--- config.mk ---
export PLATFORM = sky130hd
export DESIGN_NAME = fetch_pc_unit_flat
export DESIGN_NICKNAME = d
export VERILOG_FILES = /design/src/rtl/fetch_pc_if.sv /design/src/rtl/fetch_pc_unit.sv /design/src/flat_wrapper.sv
export SDC_FILE = /design/constraint.sdc
export NUM_CORES = 1
export LEC_CHECK = 0
export ABC_AREA = 1
export CAP_MARGIN = 0
export CORE_ASPECT_RATIO = 0.75
export CORE_MARGIN = 8
export CORE_UTILIZATION = 50
export DETAILED_ROUTE_END_ITERATION = 7
export PLACE_DENSITY_LB_ADDON = 0.12
export SYNTH_ARGS = -nofsm -noshare
export SYNTH_HDL_FRONTEND = slang
export SYNTH_SLANG_ARGS = --single-unit
--- constraint.sdc ---
create_clock -name clk -period 2.1 [get_ports clk]
set_input_delay 0.42 -clock clk [delete_from_list [all_inputs] [get_ports clk]]
set_output_delay 0.42 -clock clk [all_outputs]
set_load 0.02 [all_outputs]
--- src/rtl/fetch_pc_if.sv ---
// Instruction-fetch handshake between the PC unit and instruction memory.
interface fetch_pc_if;
  logic [31:0] pc_o;
  logic        fetch_valid_o;
  logic        imem_ready_i;

  modport master (output pc_o, fetch_valid_o, input imem_ready_i);
  modport slave  (input pc_o, fetch_valid_o, output imem_ready_i);
endinterface

--- src/rtl/fetch_pc_unit.sv ---
// Fetch PC register and EX-driven redirect: holds the fetch address across the
// imem handshake, squashes wrong-path work and traps misaligned targets.
module fetch_pc_unit #(
  parameter logic [31:0] RESET_PC = 32'h0000_0000,
  parameter logic [31:0] TRAP_PC  = 32'h0000_0100
) (
  input  logic        clk,
  input  logic        rst_n,
  input  logic        stall_i,
  input  logic        ex_branch_valid_i,
  input  logic        branchtaken_i,
  input  logic        ex_jump_i,
  input  logic [31:0] ex_target_i,
  fetch_pc_if.master  imem,
  output logic        flush_ifid_o,
  output logic        flush_idex_o,
  output logic        misalign_o,
  output logic [31:0] badaddr_o,
  output logic [15:0] taken_cnt_o
);

  typedef enum logic [1:0] {INIT, RUN, PEND} state_t;

  state_t      state_q, state_d;
  logic [31:0] pc_q, pc_d;
  logic [31:0] pend_q, pend_d;
  logic [31:0] bad_q, bad_d;
  logic [15:0] cnt_q, cnt_d;
  logic        mis_q, mis_d;

  logic        fetch_valid, fire, redir, tgt_misal;
  logic [31:0] dest;

  assign fetch_valid = (state_q != INIT);
  assign fire        = fetch_valid & imem.imem_ready_i;
  // EX is wrong-path outside RUN, so its redirect is not even looked at.
  assign redir       = (state_q == RUN) &
                       ((ex_branch_valid_i & branchtaken_i) | ex_jump_i);
  assign tgt_misal   = (ex_target_i[1:0] != 2'b00);
  assign dest        = tgt_misal ? TRAP_PC : ex_target_i;

  always_comb begin
    state_d      = state_q;
    pc_d         = pc_q;
    pend_d       = pend_q;
    bad_d        = bad_q;
    cnt_d        = cnt_q;
    mis_d        = 1'b0;
    flush_ifid_o = 1'b0;
    flush_idex_o = 1'b0;
    case (state_q)
      INIT: state_d = RUN;
      RUN: begin
        if (redir) begin
          // Redirect wins over stall; the outstanding fetch decides RUN vs PEND.
          flush_ifid_o = 1'b1;
          flush_idex_o = 1'b1;
          cnt_d        = cnt_q + 16'd1;
          mis_d        = tgt_misal;
          if (tgt_misal) bad_d = ex_target_i;
          if (imem.imem_ready_i) begin
            pc_d = dest;
          end else begin
            pend_d  = dest;
            state_d = PEND;
          end
        end else if (fire && !stall_i) begin
          pc_d = pc_q + 32'd4;
        end
      end
      PEND: begin
        if (fire) begin
          flush_ifid_o = 1'b1;
          pc_d         = pend_q;
          state_d      = RUN;
        end
      end
      default: state_d = INIT;
    endcase
    if (!rst_n) begin
      flush_ifid_o = 1'b0;
      flush_idex_o = 1'b0;
    end
  end

  always_ff @(posedge clk or negedge rst_n) begin
    if (!rst_n) begin
      state_q <= INIT;
      pc_q    <= RESET_PC;
      pend_q  <= 32'd0;
      bad_q   <= 32'd0;
      cnt_q   <= 16'd0;
      mis_q   <= 1'b0;
    end else begin
      state_q <= state_d;
      pc_q    <= pc_d;
      pend_q  <= pend_d;
      bad_q   <= bad_d;
      cnt_q   <= cnt_d;
      mis_q   <= mis_d;
    end
  end

  assign imem.pc_o          = pc_q;
  assign imem.fetch_valid_o = fetch_valid;
  assign misalign_o         = mis_q;
  assign badaddr_o          = bad_q;
  assign taken_cnt_o        = cnt_q;

endmodule
--- src/flat_wrapper.sv ---
// flat-port wrapper written by rule: the top's interface ports become plain ports
module fetch_pc_unit_flat 
#(
  parameter logic [31:0] RESET_PC = 32'h0000_0000,
  parameter logic [31:0] TRAP_PC  = 32'h0000_0100
)
  (clk, rst_n, stall_i, ex_branch_valid_i, branchtaken_i, ex_jump_i, ex_target_i, flush_ifid_o, flush_idex_o, misalign_o, badaddr_o, taken_cnt_o, imem_pc_o, imem_fetch_valid_o, imem_imem_ready_i);
  fetch_pc_if imem_i ();
  input  logic clk;
  input  logic rst_n;
  input  logic stall_i;
  input  logic ex_branch_valid_i;
  input  logic branchtaken_i;
  input  logic ex_jump_i;
  input  logic [31:0] ex_target_i;
  output logic flush_ifid_o;
  output logic flush_idex_o;
  output logic misalign_o;
  output logic [31:0] badaddr_o;
  output logic [15:0] taken_cnt_o;
  output wire logic [$bits(imem_i.pc_o)-1:0] imem_pc_o;
  output wire logic [$bits(imem_i.fetch_valid_o)-1:0] imem_fetch_valid_o;
  input wire logic [$bits(imem_i.imem_ready_i)-1:0] imem_imem_ready_i;
  assign imem_pc_o = imem_i.pc_o;
  assign imem_fetch_valid_o = imem_i.fetch_valid_o;
  assign imem_i.imem_ready_i = imem_imem_ready_i;
  fetch_pc_unit #(.RESET_PC(RESET_PC), .TRAP_PC(TRAP_PC)) u_core (.clk(clk), .rst_n(rst_n), .stall_i(stall_i), .ex_branch_valid_i(ex_branch_valid_i), .branchtaken_i(branchtaken_i), .ex_jump_i(ex_jump_i), .ex_target_i(ex_target_i), .imem(imem_i), .flush_ifid_o(flush_ifid_o), .flush_idex_o(flush_idex_o), .misalign_o(misalign_o), .badaddr_o(badaddr_o), .taken_cnt_o(taken_cnt_o));
endmodule
* Word-level counts from Yosys, hierarchy flattened
Cells that the tools add are included.
Widths: inputs -> output; s select.
** Storage, ports and cells
- Bits in registers :: 115
- Input bits :: 39
- Output and inout bits :: 84
- Word-level logic and storage cells :: 49
** Cells by class
- $add $sub $neg :: 2
- Equal/unequal tests :: 7
- Mux-type cells :: 18
- Bitwise logic cells :: 5
- Reductions and logical operators :: 11
** Operators with widths (number)
- $mux 32 :: 5
- $pmux 32 s2 :: 1
- $add 32x3->32 const B :: 1
- $add 16x1->16 const B :: 1
- $reduce_and 3->1 :: 3
- $mux 1 :: 7
- $mux 2 :: 3
- $pmux 2 s3 :: 1
- $reduce_bool 2->1 :: 3
- $ne 2x1->1 const B :: 2
- $reduce_and 4->1 :: 1
- $and 1x1->1 :: 3
- $ne 3x2->1 const B :: 1
- $ne 3x3->1 const B :: 1
- $eq 2x1->1 const B :: 1
- $eq 2x2->1 const B :: 1
- $logic_not 2->1 :: 1
- $ne 2x2->1 const B :: 1
- $pmux 1 s2 :: 1
- $reduce_and 2->1 :: 1
- $logic_and 1x1->1 :: 1
- $logic_not 1->1 :: 1
- $not 1->1 :: 1
- $or 1x1->1 :: 1

* Longest topological paths before layout
- Word-level depth :: 6
- Depth in mapped cells :: 12
- Mapped depth without buffers :: 12

* Worst setup path after synthesis
No wires, ideal clock.
- Path kind :: reg-to-output
- From :: reg u_core.state_q[0]
- To :: out flush_ifid_o
- Arrival :: 1.389 ns
- Path slack :: 0.291 ns
- Stages on the path, launching flop included :: 7
- Path buffers :: 0
- Cells stage by stage :: dfrtp_1 inv_1 ha_1 clkinv_1 nand2_1 nand3_1 a21oi_1
** Between the ends
- Word-level cells in the longest chain between the ends :: 5
- Elaborated cells between the ends (all ways) :: 9
** Ends and longest elaborated chain
- from (decl) :: RTL line fetch_pc_unit.sv:24 : state_t state_q, state_d;
- from (signal assigned) :: RTL line fetch_pc_unit.sv:95 : state_q <= state_d;
- $eq 2x1->1 or $reduce_bool 2->1 (tied branches) :: RTL line fetch_pc_unit.sv:37, fetch_pc_unit.sv:51, fetch_pc_unit.sv:34
- $and 1x1->1 (on tied branches) :: RTL line fetch_pc_unit.sv:37, fetch_pc_unit.sv:35
- $mux 1 (on tied branches) :: RTL line fetch_pc_unit.sv:54, fetch_pc_unit.sv:72
- $pmux 1 s2 (*) :: RTL line fetch_pc_unit.sv:51 : case (state_q)
- $mux 1 (*) :: RTL line fetch_pc_unit.sv:80 : if (!rst_n) begin
- to (decl) :: RTL line flat_wrapper.sv:16 : output logic flush_ifid_o;
Mark *: on every way between the ends. The rest lies on a longest branch, timed or not.

* Worst setup path in the final report
- From :: reg u_core.state_q[1]
- To :: out flush_ifid_o
The elaborated chain is that of the path after synthesis.

==> impl_metrics.py <==
metrics = {
    "clocking": {
        "clock_latency_ns": 0.42,
        "cts_sinks": 115,
        "cts_tree": "done",
        "htree_num_levels": 4,
        "cts_inserted_buffers": 17,
        "clkTransAtPathRegs_ns": 0.06,
        "root_buffer": "clkbuf_16",
        "clk_path_buf_depth": 2,
    },
    "global_routing": {
        "grt_max_degree": 68,
        "grt-ovfl-total": 0,
        "antenna_found_initial": 0,
        "grt_pass1_vias": 6004,
        "grt_pass1_wl_mm": 30.6,
        "grt_use_total_pct": 24.1,
    },
    "synthesis": {
        "yosysWarnings": 0,
        "synth-edff-count": 0,
        "synth-seq-cells": 115,
        "avgSynthCellArea_um2": 7.34,
        "synth_area_um2": 6120,
        "yosysSeqAreaShare_pct": 47.0,
        "ys_types": 34,
        "synth_nets": 880,
        "ys_dominant_reg_cell": "dfrtp_1",
        "synth_cells": 834,
        "ys_async_sr_fraction_pct": 100,
    },
    "routing": {
        "first_pass_iters": 6,
        "drtAntennaViolNets": 0,
        "vias": 6073,
        "wirelength_mm": 18.5,
        "drt-initial-drc-count": 632,
        "viasPerCell": 5.22,
        "drcViolationCount": 0,
        "routedWlPerCell_um": 15.9,
    },
    "sta": {
        "clock.fmax_mhz": 490,
        "finalCritPeriodShare_pct": 97.1,
        "setup_violations": 0,
        "finalHoldViolations": 0,
        "fin_crit_ns": 2.04,
        "max_slew_margin_pct": 40.4,
        "slew_violations": 0,
        "skew_ns": 0.00902,
        "tightestPinTransition_ns": 0.894,
    },
    "floorplanning": {
        "core_um2": 12100,
        "die_h_um": 112,
        "start_util_pct": 50.5,
        "fp.dieArea_um2": 16100,
        "fp.dieW_um": 144,
        "core.rowCount": 35,
        "io_pins": 123,
    },
    "worst_hold_path": {
        "hold_path.class": "flip-flop to flip-flop",
    },
    "critical_path": {
        "cp.required_ns": 1.68,
        "path_max_fanout": 4,
        "cp_slowest_cell": "dfrtp_1",
        "cp.arrival_ns": 1.62,
        "critPathLaunchType": "flip-flop",
        "max_stage_delay_ns": 0.41,
        "critical_path_class": "flip-flop to output port",
        "cp-end-kind": "output port",
        "regToRegSetupSlack_ns": 0.15,
        "crit_chain": "inv_2 -> ha_2 -> nand2_2 -> nand2_1 -> nand3_1 -> a21oi_2 -> buf_6",
    },
    "finish": {
        "postLayoutCoreUtil_pct": 69.2,
        "syn_to_final_growth_pct": 37.0,
        "final_common_cell": "nand2_1",
        "final_cell_mix": "nand2_1, clkdlybuf4s50_1, dfrtp_1",
        "layout.nets": 1031,
        "layout-drive-gt1-share_pct": 9.72,
        "fillers": 986,
        "antenna_cells": 0,
        "finalInstanceArea_um2": 8390,
    },
    "power": {
        "ir_drop_uv": 892,
        "total_power_mw": 13.2,
        "power.density_nw_per_um2": 1580,
        "power_leakage_nw": 4.06,
    },
    "place": {
        "place_congestion": 0.894,
        "postPlaceCellArea_um2": 7740,
        "detailed_place_hpwl_mm": 13.2,
        "portBuffers": 122,
    },
    "outcome": {
        "outcome": "finished clean",
    },
    "job": {
        "maxCapViolations": 0,
    },
}
cell families after synthesis:
kind of cell / Yosys count / synth area share [%]
adder cells (fa/ha/maj): 7 / 1.43
buffers and inverters: 117 / 7.72
flip-flops: 115 / 47.0
XOR/XNOR: 24 / 3.43
AND/OR/NAND/NOR: 454 / 30.3
AO/OA/AOI/OAI: 117 / 10.1
timing repair:
item / in CTS / in global routing
endpoints found under the hold margin: 9 / 0
setup endpoints to repair: 3 / 6
resized for setup: 11 / 7
buffers inserted: 0 / 2
hold buffers: 1 / 0
pin swaps: 0 / 0
through the flow:
stage	hold WS [ns]	instances	setup TNS, ns	setup slack [ns]
6_report	0.474	1164	0	0.0608
5_1_grt	0.495	1164	-0.00281	-0.00245
4_1_cts	0.477	1162	0	0.0263
3_5_place_dp	0.426	1129	-2.15	-0.368
3_3_place_gp	0.426	1129	-0.939	-0.357
2_1_floorplan	0.124	834	0	0.291
registers in the layout, summed over array words and instances (netlist names):
register and count:
u_core.badaddr_o 32, u_core.state_q 2, u_core.misalign_o 1, u_core.taken_cnt_o 16
u_core.pend_q 32, u_core.imem.pc_o 32
worst max-delay path, delay by kind of cell, from the launching register on:
kind,cells,cell delay [ns]
buffers and inverters,2,0.22
adders and majority gates,1,0.18
DFF,1,0.41
and+or+nand+nor,3,0.24
AOI/OAI and AO/OA,1,0.13
cell type report:
class	instances	area (um2)	area share [%]
timing repair buffer	164	1590	18.9
multi-input combinational	602	2790	33.2
tap	166	208	2.48
inverter	85	319	3.80
sequential	115	2880	34.3
clock buffer	20	457	5.44
clock inverter	12	155	1.85
layer usage:
| layer | vias up | track usage, % | routed length [um] |
|---|---|---|---|
| li1 | 2935 | - | - |
| met1 | 2858 | 33.5 | 8430 |
| met2 | 250 | 36.0 | 8310 |
| met3 | 30 | 5.26 | 1470 |
| met4 | 0 | 9.22 | 328 |
| met5 | - | 0 | 0 |
worst paths after layout:
kind	startpoint	endpoint	cells after the start
worst max-delay path	u_core.state_q[1]$_DFFE_PN0P_	flush_ifid_o	7
worst min-delay path	u_core.badaddr_o[15]$_DFFE_PN0P_	u_core.badaddr_o[15]$_DFFE_PN0P_	2
worst max register to register	u_core.state_q[1]$_DFFE_PN0P_	u_core.imem.pc_o[6]$_DFFE_PN0P_	13
worst min register to register	u_core.badaddr_o[15]$_DFFE_PN0P_	u_core.badaddr_o[15]$_DFFE_PN0P_	2
max in group asynchronous	rst_n	u_core.imem.pc_o[29]$_DFFE_PN0P_	3
min in group asynchronous	rst_n	u_core.state_q[1]$_DFFE_PN0P_	3
power by group:
group	total [mW]	switching, mW	internal [mW]
combinational	6.28	3.61	2.66
clock	3.00	1.07	1.93
sequential	3.97	0.826	3.14
Yosys cell counts (2+ instances only):
cell type	count	area, um2
o31ai_1	3	22.5
nand2_1	292	1100
nor2_2	5	31.3
o22ai_1	2	12.5
buf_4	2	15.0
buf_1	2	7.51
dfrtp_1	115	2880
nand4_1	5	31.3
buf_6	2	22.5
ha_1	7	87.6
inv_1	83	312
clkbuf_1	17	63.8
a22o_1	3	26.3
nand3b_1	5	37.5
buf_2	9	45.0
xnor2_1	10	87.6
xor2_1	14	123
nor2_1	75	282
a21oi_1	41	205
or2_2	2	12.5
nand3_1	39	195
o21ai_0	63	315
nor3_1	24	120
nand2_2	4	25.0
No activity file was read; power rests on OpenSTA's default activity.
